<file path="src/rtl/nibble_serial_subtractor_pkg.sv">
// Shared definitions for the nibble-serial subtractor: slice width,
// FSM state type and slice-counter sizing.
package sub_pkg;

  localparam int unsigned SLICE_W = 4;

  typedef enum logic [1:0] {
    S_IDLE = 2'd0,
    S_RUN  = 2'd1,
    S_DONE = 2'd2
  } state_t;

  // Width of the slice counter for a given operand width (at least 1 bit).
  function automatic int unsigned cnt_width(input int unsigned width);
    int unsigned n;
    n = width / SLICE_W;
    return (n <= 1) ? 1 : $clog2(n);
  endfunction

endpackage

</file>
<file path="src/rtl/nibble_serial_subtractor_sub4.sv">
// 4-bit ripple-borrow subtractor built from full-subtractor cells.
// Purely combinational: d = a - b - b_in, b_out = borrow out of bit 3.

module full_subtractor (
  input  logic a,
  input  logic b,
  input  logic b_in,
  output logic d,
  output logic b_out
);

  // One-bit difference and borrow generation.
  always_comb begin
    d     = a ^ b ^ b_in;
    b_out = (~a & b) | (~(a ^ b) & b_in);
  end

endmodule

module subtractor_4bit (
  input  logic [3:0] a,
  input  logic [3:0] b,
  input  logic       b_in,
  output logic [3:0] d,
  output logic       b_out
);

  logic [4:0] w_bchain;

  assign w_bchain[0] = b_in;
  assign b_out       = w_bchain[4];

  genvar gi;
  generate
    for (gi = 0; gi < 4; gi++) begin : g_cell
      full_subtractor u_fs (
        .a     (a[gi]),
        .b     (b[gi]),
        .b_in  (w_bchain[gi]),
        .d     (d[gi]),
        .b_out (w_bchain[gi+1])
      );
    end
  endgenerate

endmodule

</file>
<file path="src/rtl/nibble_serial_subtractor.sv">
// Multi-cycle subtractor: diff = a - b over WIDTH bits, one 4-bit slice
// per clock with the borrow carried between slices in a flop.
// Handshake: start (sampled in IDLE), busy (RUN/DONE), done (1-cycle pulse).
module nibble_serial_subtractor
  import sub_pkg::*;
#(
  parameter int unsigned WIDTH = 16
) (
  input  logic             clk,
  input  logic             rst_n,
  input  logic             start,
  input  logic [WIDTH-1:0] a,
  input  logic [WIDTH-1:0] b,
  output logic             busy,
  output logic             done,
  output logic [WIDTH-1:0] diff,
  output logic             borrow,
  output logic             ovf
);

  localparam int unsigned N     = WIDTH / SLICE_W;
  localparam int unsigned CNT_W = cnt_width(WIDTH);
  localparam logic [CNT_W-1:0] LAST_CNT = CNT_W'(N - 1);

  state_t r_state;
  state_t w_state_next;

  logic [WIDTH-1:0] r_a;
  logic [WIDTH-1:0] r_b;
  logic [WIDTH-1:0] r_acc;
  logic [CNT_W-1:0] r_cnt;
  logic             r_bflop;
  logic             r_a_msb;
  logic             r_b_msb;
  logic [WIDTH-1:0] r_diff;
  logic             r_borrow;
  logic             r_ovf;

  logic             w_accept;
  logic             w_step;
  logic             w_last;
  logic [3:0]       w_slice_d;
  logic             w_slice_bout;
  logic [WIDTH-1:0] w_acc_next;

  subtractor_4bit u_slice (
    .a     (r_a[SLICE_W-1:0]),
    .b     (r_b[SLICE_W-1:0]),
    .b_in  (r_bflop),
    .d     (w_slice_d),
    .b_out (w_slice_bout)
  );

  // New slice enters at the top; after N shifts the first slice sits at bit 0.
  assign w_acc_next = {w_slice_d, r_acc[WIDTH-1:SLICE_W]};

  // State register; reset wins over everything.
  always_ff @(posedge clk) begin
    if (!rst_n) r_state <= S_IDLE;
    else        r_state <= w_state_next;
  end

  // Next-state decode and handshake outputs.
  always_comb begin
    w_state_next = r_state;
    w_accept     = 1'b0;
    w_step       = 1'b0;
    w_last       = 1'b0;
    busy         = 1'b0;
    done         = 1'b0;
    case (r_state)
      S_IDLE: begin
        if (start) begin
          w_accept     = 1'b1;
          w_state_next = S_RUN;
        end
      end
      S_RUN: begin
        busy   = 1'b1;
        w_step = 1'b1;
        if (r_cnt == LAST_CNT) begin
          w_last       = 1'b1;
          w_state_next = S_DONE;
        end
      end
      S_DONE: begin
        busy         = 1'b1;
        done         = 1'b1;
        w_state_next = S_IDLE;
      end
      default: w_state_next = S_IDLE;
    endcase
  end

  // Operand capture, slice shifting, borrow chaining and result registers.
  always_ff @(posedge clk) begin
    if (!rst_n) begin
      r_a      <= '0;
      r_b      <= '0;
      r_acc    <= '0;
      r_cnt    <= '0;
      r_bflop  <= 1'b0;
      r_a_msb  <= 1'b0;
      r_b_msb  <= 1'b0;
      r_diff   <= '0;
      r_borrow <= 1'b0;
      r_ovf    <= 1'b0;
    end else if (w_accept) begin
      r_a     <= a;
      r_b     <= b;
      r_a_msb <= a[WIDTH-1];
      r_b_msb <= b[WIDTH-1];
      r_acc   <= '0;
      r_cnt   <= '0;
      r_bflop <= 1'b0;
    end else if (w_step) begin
      r_a     <= r_a >> SLICE_W;
      r_b     <= r_b >> SLICE_W;
      r_acc   <= w_acc_next;
      r_bflop <= w_slice_bout;
      r_cnt   <= r_cnt + CNT_W'(1);
      if (w_last) begin
        r_diff   <= w_acc_next;
        r_borrow <= w_slice_bout;
        r_ovf    <= (r_a_msb != r_b_msb) && (w_acc_next[WIDTH-1] != r_a_msb);
      end
    end
  end

  assign diff   = r_diff;
  assign borrow = r_borrow;
  assign ovf    = r_ovf;

endmodule

</file>
<file path="config.mk">
export PLATFORM = sky130hd
export DESIGN_NAME = nibble_serial_subtractor
export DESIGN_NICKNAME = d
export VERILOG_FILES = /design/src/rtl/nibble_serial_subtractor_pkg.sv /design/src/rtl/nibble_serial_subtractor_sub4.sv /design/src/rtl/nibble_serial_subtractor.sv
export SDC_FILE = /design/constraint.sdc
export NUM_CORES = 1
export LEC_CHECK = 0
export ABC_CLOCK_PERIOD_IN_PS = 5000
export BUFFER_PORTS_ARGS = -buffer_cell sky130_fd_sc_hd__buf_2
export CORE_ASPECT_RATIO = 0.6
export CORE_UTILIZATION = 45
export CTS_BUF_LIST = sky130_fd_sc_hd__clkbuf_16
export DETAILED_ROUTE_END_ITERATION = 8
export GPL_TIMING_DRIVEN = 0
export PLACE_DENSITY = 0.65
export SLEW_MARGIN = 5
export SYNTH_ARGS = -nofsm -noshare
export SYNTH_HDL_FRONTEND = slang
export SYNTH_SLANG_ARGS = --single-unit
</file>
<file path="constraint.sdc">
create_clock -name clk -period 5 [get_ports clk]
set_input_delay 1.5 -clock clk [delete_from_list [all_inputs] [get_ports clk]]
set_output_delay 1.5 -clock clk [all_outputs]
set_load 0.02 [all_outputs]
</file>
==> summary.txt <==
Timing
  • Peak Freq: between 300 and 400 MHz
  • Setup Skew: ~0.0040 ns
  • Hold slack: 0.451 ns
  • Final worst-path cycle share: 53.9%
  • Slew margin rel.: 58.7%
  • Setup violators final: 0
  • Setup_tns: 0 ns
  • Hold Vio Cnt, Final: 0
  • RSZ-0062 raised after global routing: no
  • Tmin final: approximately 2.7 ns
  • Final worst setup slack: 2.31 ns
  • Final Max Tran Viols: 0
  • Slew of the pin with the lowest slew margin: ~0.62 ns

CTS
  • Post-CTS setup buffers: 0
  • H-tree Lvls: 3
  • Clock root cell: clkbuf_16
  • # hold bufs at CTS: 0
  • CTS sink cnt: 69
  • Clock latency on the worst-skew pair: 0.33 ns
  • Max clock buf depth: 2
  • Worst-path clk slew: 0.05 ns
  • Post-CTS Resized: 0
  • TritonCTS clock tree: done
  • Cts bufs inserted: 9

Global routing
  • Total GRT Usage: 22.7%
  • Gr ovfl total: 0
  • First-pass GRT wire length: 11700 um
  • Initial antenna violation count: 0
  • Vias in the first global route: 2302
  • Largest net degree at the start of global routing: 12

Critical path
  • Largest delay share family, worst path: flip-flops
  • Arrival time at the worst endpoint: 1.19 ns
  • Startpoint types: flop
  • Worst path slowest cell: dfxtp_1
  • Crit. End Element: output port
  • Crit path buffers/inverters: 2
  • CP required: 3.50 ns
  • Crit-path max FO: 3
  • CP cell instances: inv_1 -> ha_1 -> buf_2
  • Kind of critical path: flop to output port
  • Worst stage delay on the critical path: 0.35 ns

Yosys
  • Syn Nets: 351
  • Synth top cells by count: dfxtp_1 (69), nand2_1 (44), nor2_1 (39), mux2i_1 (31), a21oi_1 (26)
  • Largest family of logic cells by synthesized area: compound AO/OA/AOI/OAI gates
  • Post-synth design cell area: 3010 um^2
  • Count leader, synth: dfxtp_1
  • Synth Instances: 307
  • Cell variety after synth: 30
  • Area contributors post-synth: dfxtp_1 (46%), mux2i_1 (10%), nand2_1 (5.5%)
  • Mux share of post-synthesis cell area: 10.3%
  • Post-synth EDFFs: 0
  • Syn_area_per_cell: ~10 um^2
  • Xor/xnor share of the synthesized area: 0.291%
  • Post-Synth Simple-Gate Area: 13.3%
  • Yosys top cell by area: dfxtp_1
  • Yosys top cell area share: 45.9%
  • Area share of fa/ha/maj cells after synthesis: 4.74%
  • Synth warn: 0
  • Flops & latches, synth: 69
  • Post-synth top flop: dfxtp_1
  • FFs w/ async S/R, synth: 0%
  • Synth Area in Compound Gates: roughly 17%
  • Sequential cell area fraction in the yosys report: 45.9%

Final layout
  • Diodes inserted: 0
  • Area of the multi-input gates: 1370 um^2
  • Share of layout cells above drive strength 1: 28.1%
  • Final Non-Filler Cells: 461
  • # nets final: 416
  • FILL cells: 579
  • Sequential cell area: 1380 um^2
  • Area growth, synth to finish: 21.9%

Pwr
  • Sw frac: 26.7%
  • Comb pwr share: 18.6%
  • Power share of the sequential group: 41.1%
  • Peak VDD IR: 0.210 mV
  • Switching power: 397 uW
  • Leakage power: about 0.0015 uW
  • PwrDens: 405 nW/um^2
  • Internal: 1090 uW
  • Clk pwr share: 40.4%

Place
  • Dpl hpwl: 5150 um
  • Dpl cells: 445
  • Port-buffer cells: 54
  • RePlAce Congestion: 0.779
  • Dpl ws: 2.45 ns

Detailed routing
  • Total number of vias: between 2000 and 2500
  • Antenna viol nets, final: 0
  • Drt pass-1 iters: 4
  • DRC Markers: 0
  • Routed Wire Length: slightly above 7000 um
  • 1st-iter DRT viols: 84
  • Vias/cell: 5.15
  • Drt wl/cell: roughly 16 um

Outcome
  • Status: complete, no violations

Die
  • Die outline width: about 110 um
  • Ports: 55
  • Num rows: 22
  • Initial Util: 48.0%
  • Core area: 6280 um^2
  • Die height: 65.4 um
  • Die ar.: 7030 um^2

Flow run
  • MaxCap Viol Count: 0

Min path
  • Hold WC Path Type: flop to flop
-- tightest hold or removal path, stage by stage (launching register included) --
cell and delay, ns:
dfxtp_1 0.30, nand2_1 0.05, a21oi_1 0.05
-- kinds of logic (layout without fill, tap and decap cells) --
kind of cell | Yosys count | count (layout)
AOI/OAI and AO/OA | 66 | 66
adders and majority gates | 9 | 9
DFF | 69 | 69
and+or+nand+nor | 98 | 98
xor gates and xnor gates | 1 | 1
buffers and inverters | 33 | 103
muxes | 31 | 31
-- registers in the layout, indices dropped and copies added, names as in the netlist --
| name | flops |
|---|---|
| r_a | 16 |
| r_cnt | 2 |
| r_b | 16 |
| r_b_msb | 1 |
| r_bflop | 1 |
| r_acc | 12 |
| ovf | 1 |
| r_state | 2 |
| r_a_msb | 1 |
| borrow | 1 |
| diff | 16 |
-- cells in the final DEF, fill, tap and decap left out, drive strengths merged --
cell,n
a211oi,27
a21o,1
a21oi,29
and2,2
and3b,1
buf,73
bufinv,1
clkbuf,12
clkinv,4
clkinvlp,1
dfxtp,69
fa,4
ha,5
inv,12
mux2i,31
nand2,47
nand2b,2
nand3,7
nor2,39
o211a,4
o211ai,4
o21ai,1
xnor2,1
-- per-layer routing --
metal | global-route usage (%) | vias to the layer above | part of all wire (%) | routed length (um)
met2 | 33.7 | 58 | 41 | 2970
met3 | 6.55 | 8 | 5.1 | 368
li1 | - | 1182 | - | -
met4 | 6.85 | 0 | 0.79 | 57
met5 | 0 | - | 0 | 0
met1 | 31.9 | 1125 | 53 | 3780
-- metrics by stage --
stage | cell area, um^2 | utilization, % | power (uW)
floorplan | 3010 | - | 824
global route | 3670 | 58.5 | 1550
finish | 3670 | 58.5 | 1490
global placement | 3390 | 54.0 | 892
detailed placement | 3390 | 54.0 | 897
CTS | 3670 | 58.5 | 1500
-- path summary, 6_finish.rpt --
kind | startpoint | endpoint | slack, ns | depth (start not counted)
max | r_state[1] | busy | 2.31 | 3
min | diff[0] | diff[0] | 0.45 | 2
max reg2reg | r_a[0] | ovf | 2.44 | 9
min reg2reg | diff[0] | diff[0] | 0.45 | 2
-- final cells by class --
class | count | share of cell area [%]
plain buffers | 22 | 5.97
clock buffers | 9 | 6.14
clock inverters | 7 | 1.57
inverters | 11 | 1.13
multi-input cells | 205 | 37.3
flip-flops and latches | 69 | 37.6
well taps | 84 | 2.86
repair buffers | 54 | 7.36
-- power by group through the flow --
stage               clock [uW]  combinational (uW)  sequential, uW
global placement             0                 271             621
CTS                        608                 278             611
finish                     600                 276             611
floorplan                    0                 209             614
global route               633                 305             614
detailed placement           0                 275             622
No activity file was read; power rests on OpenSTA's default activity.
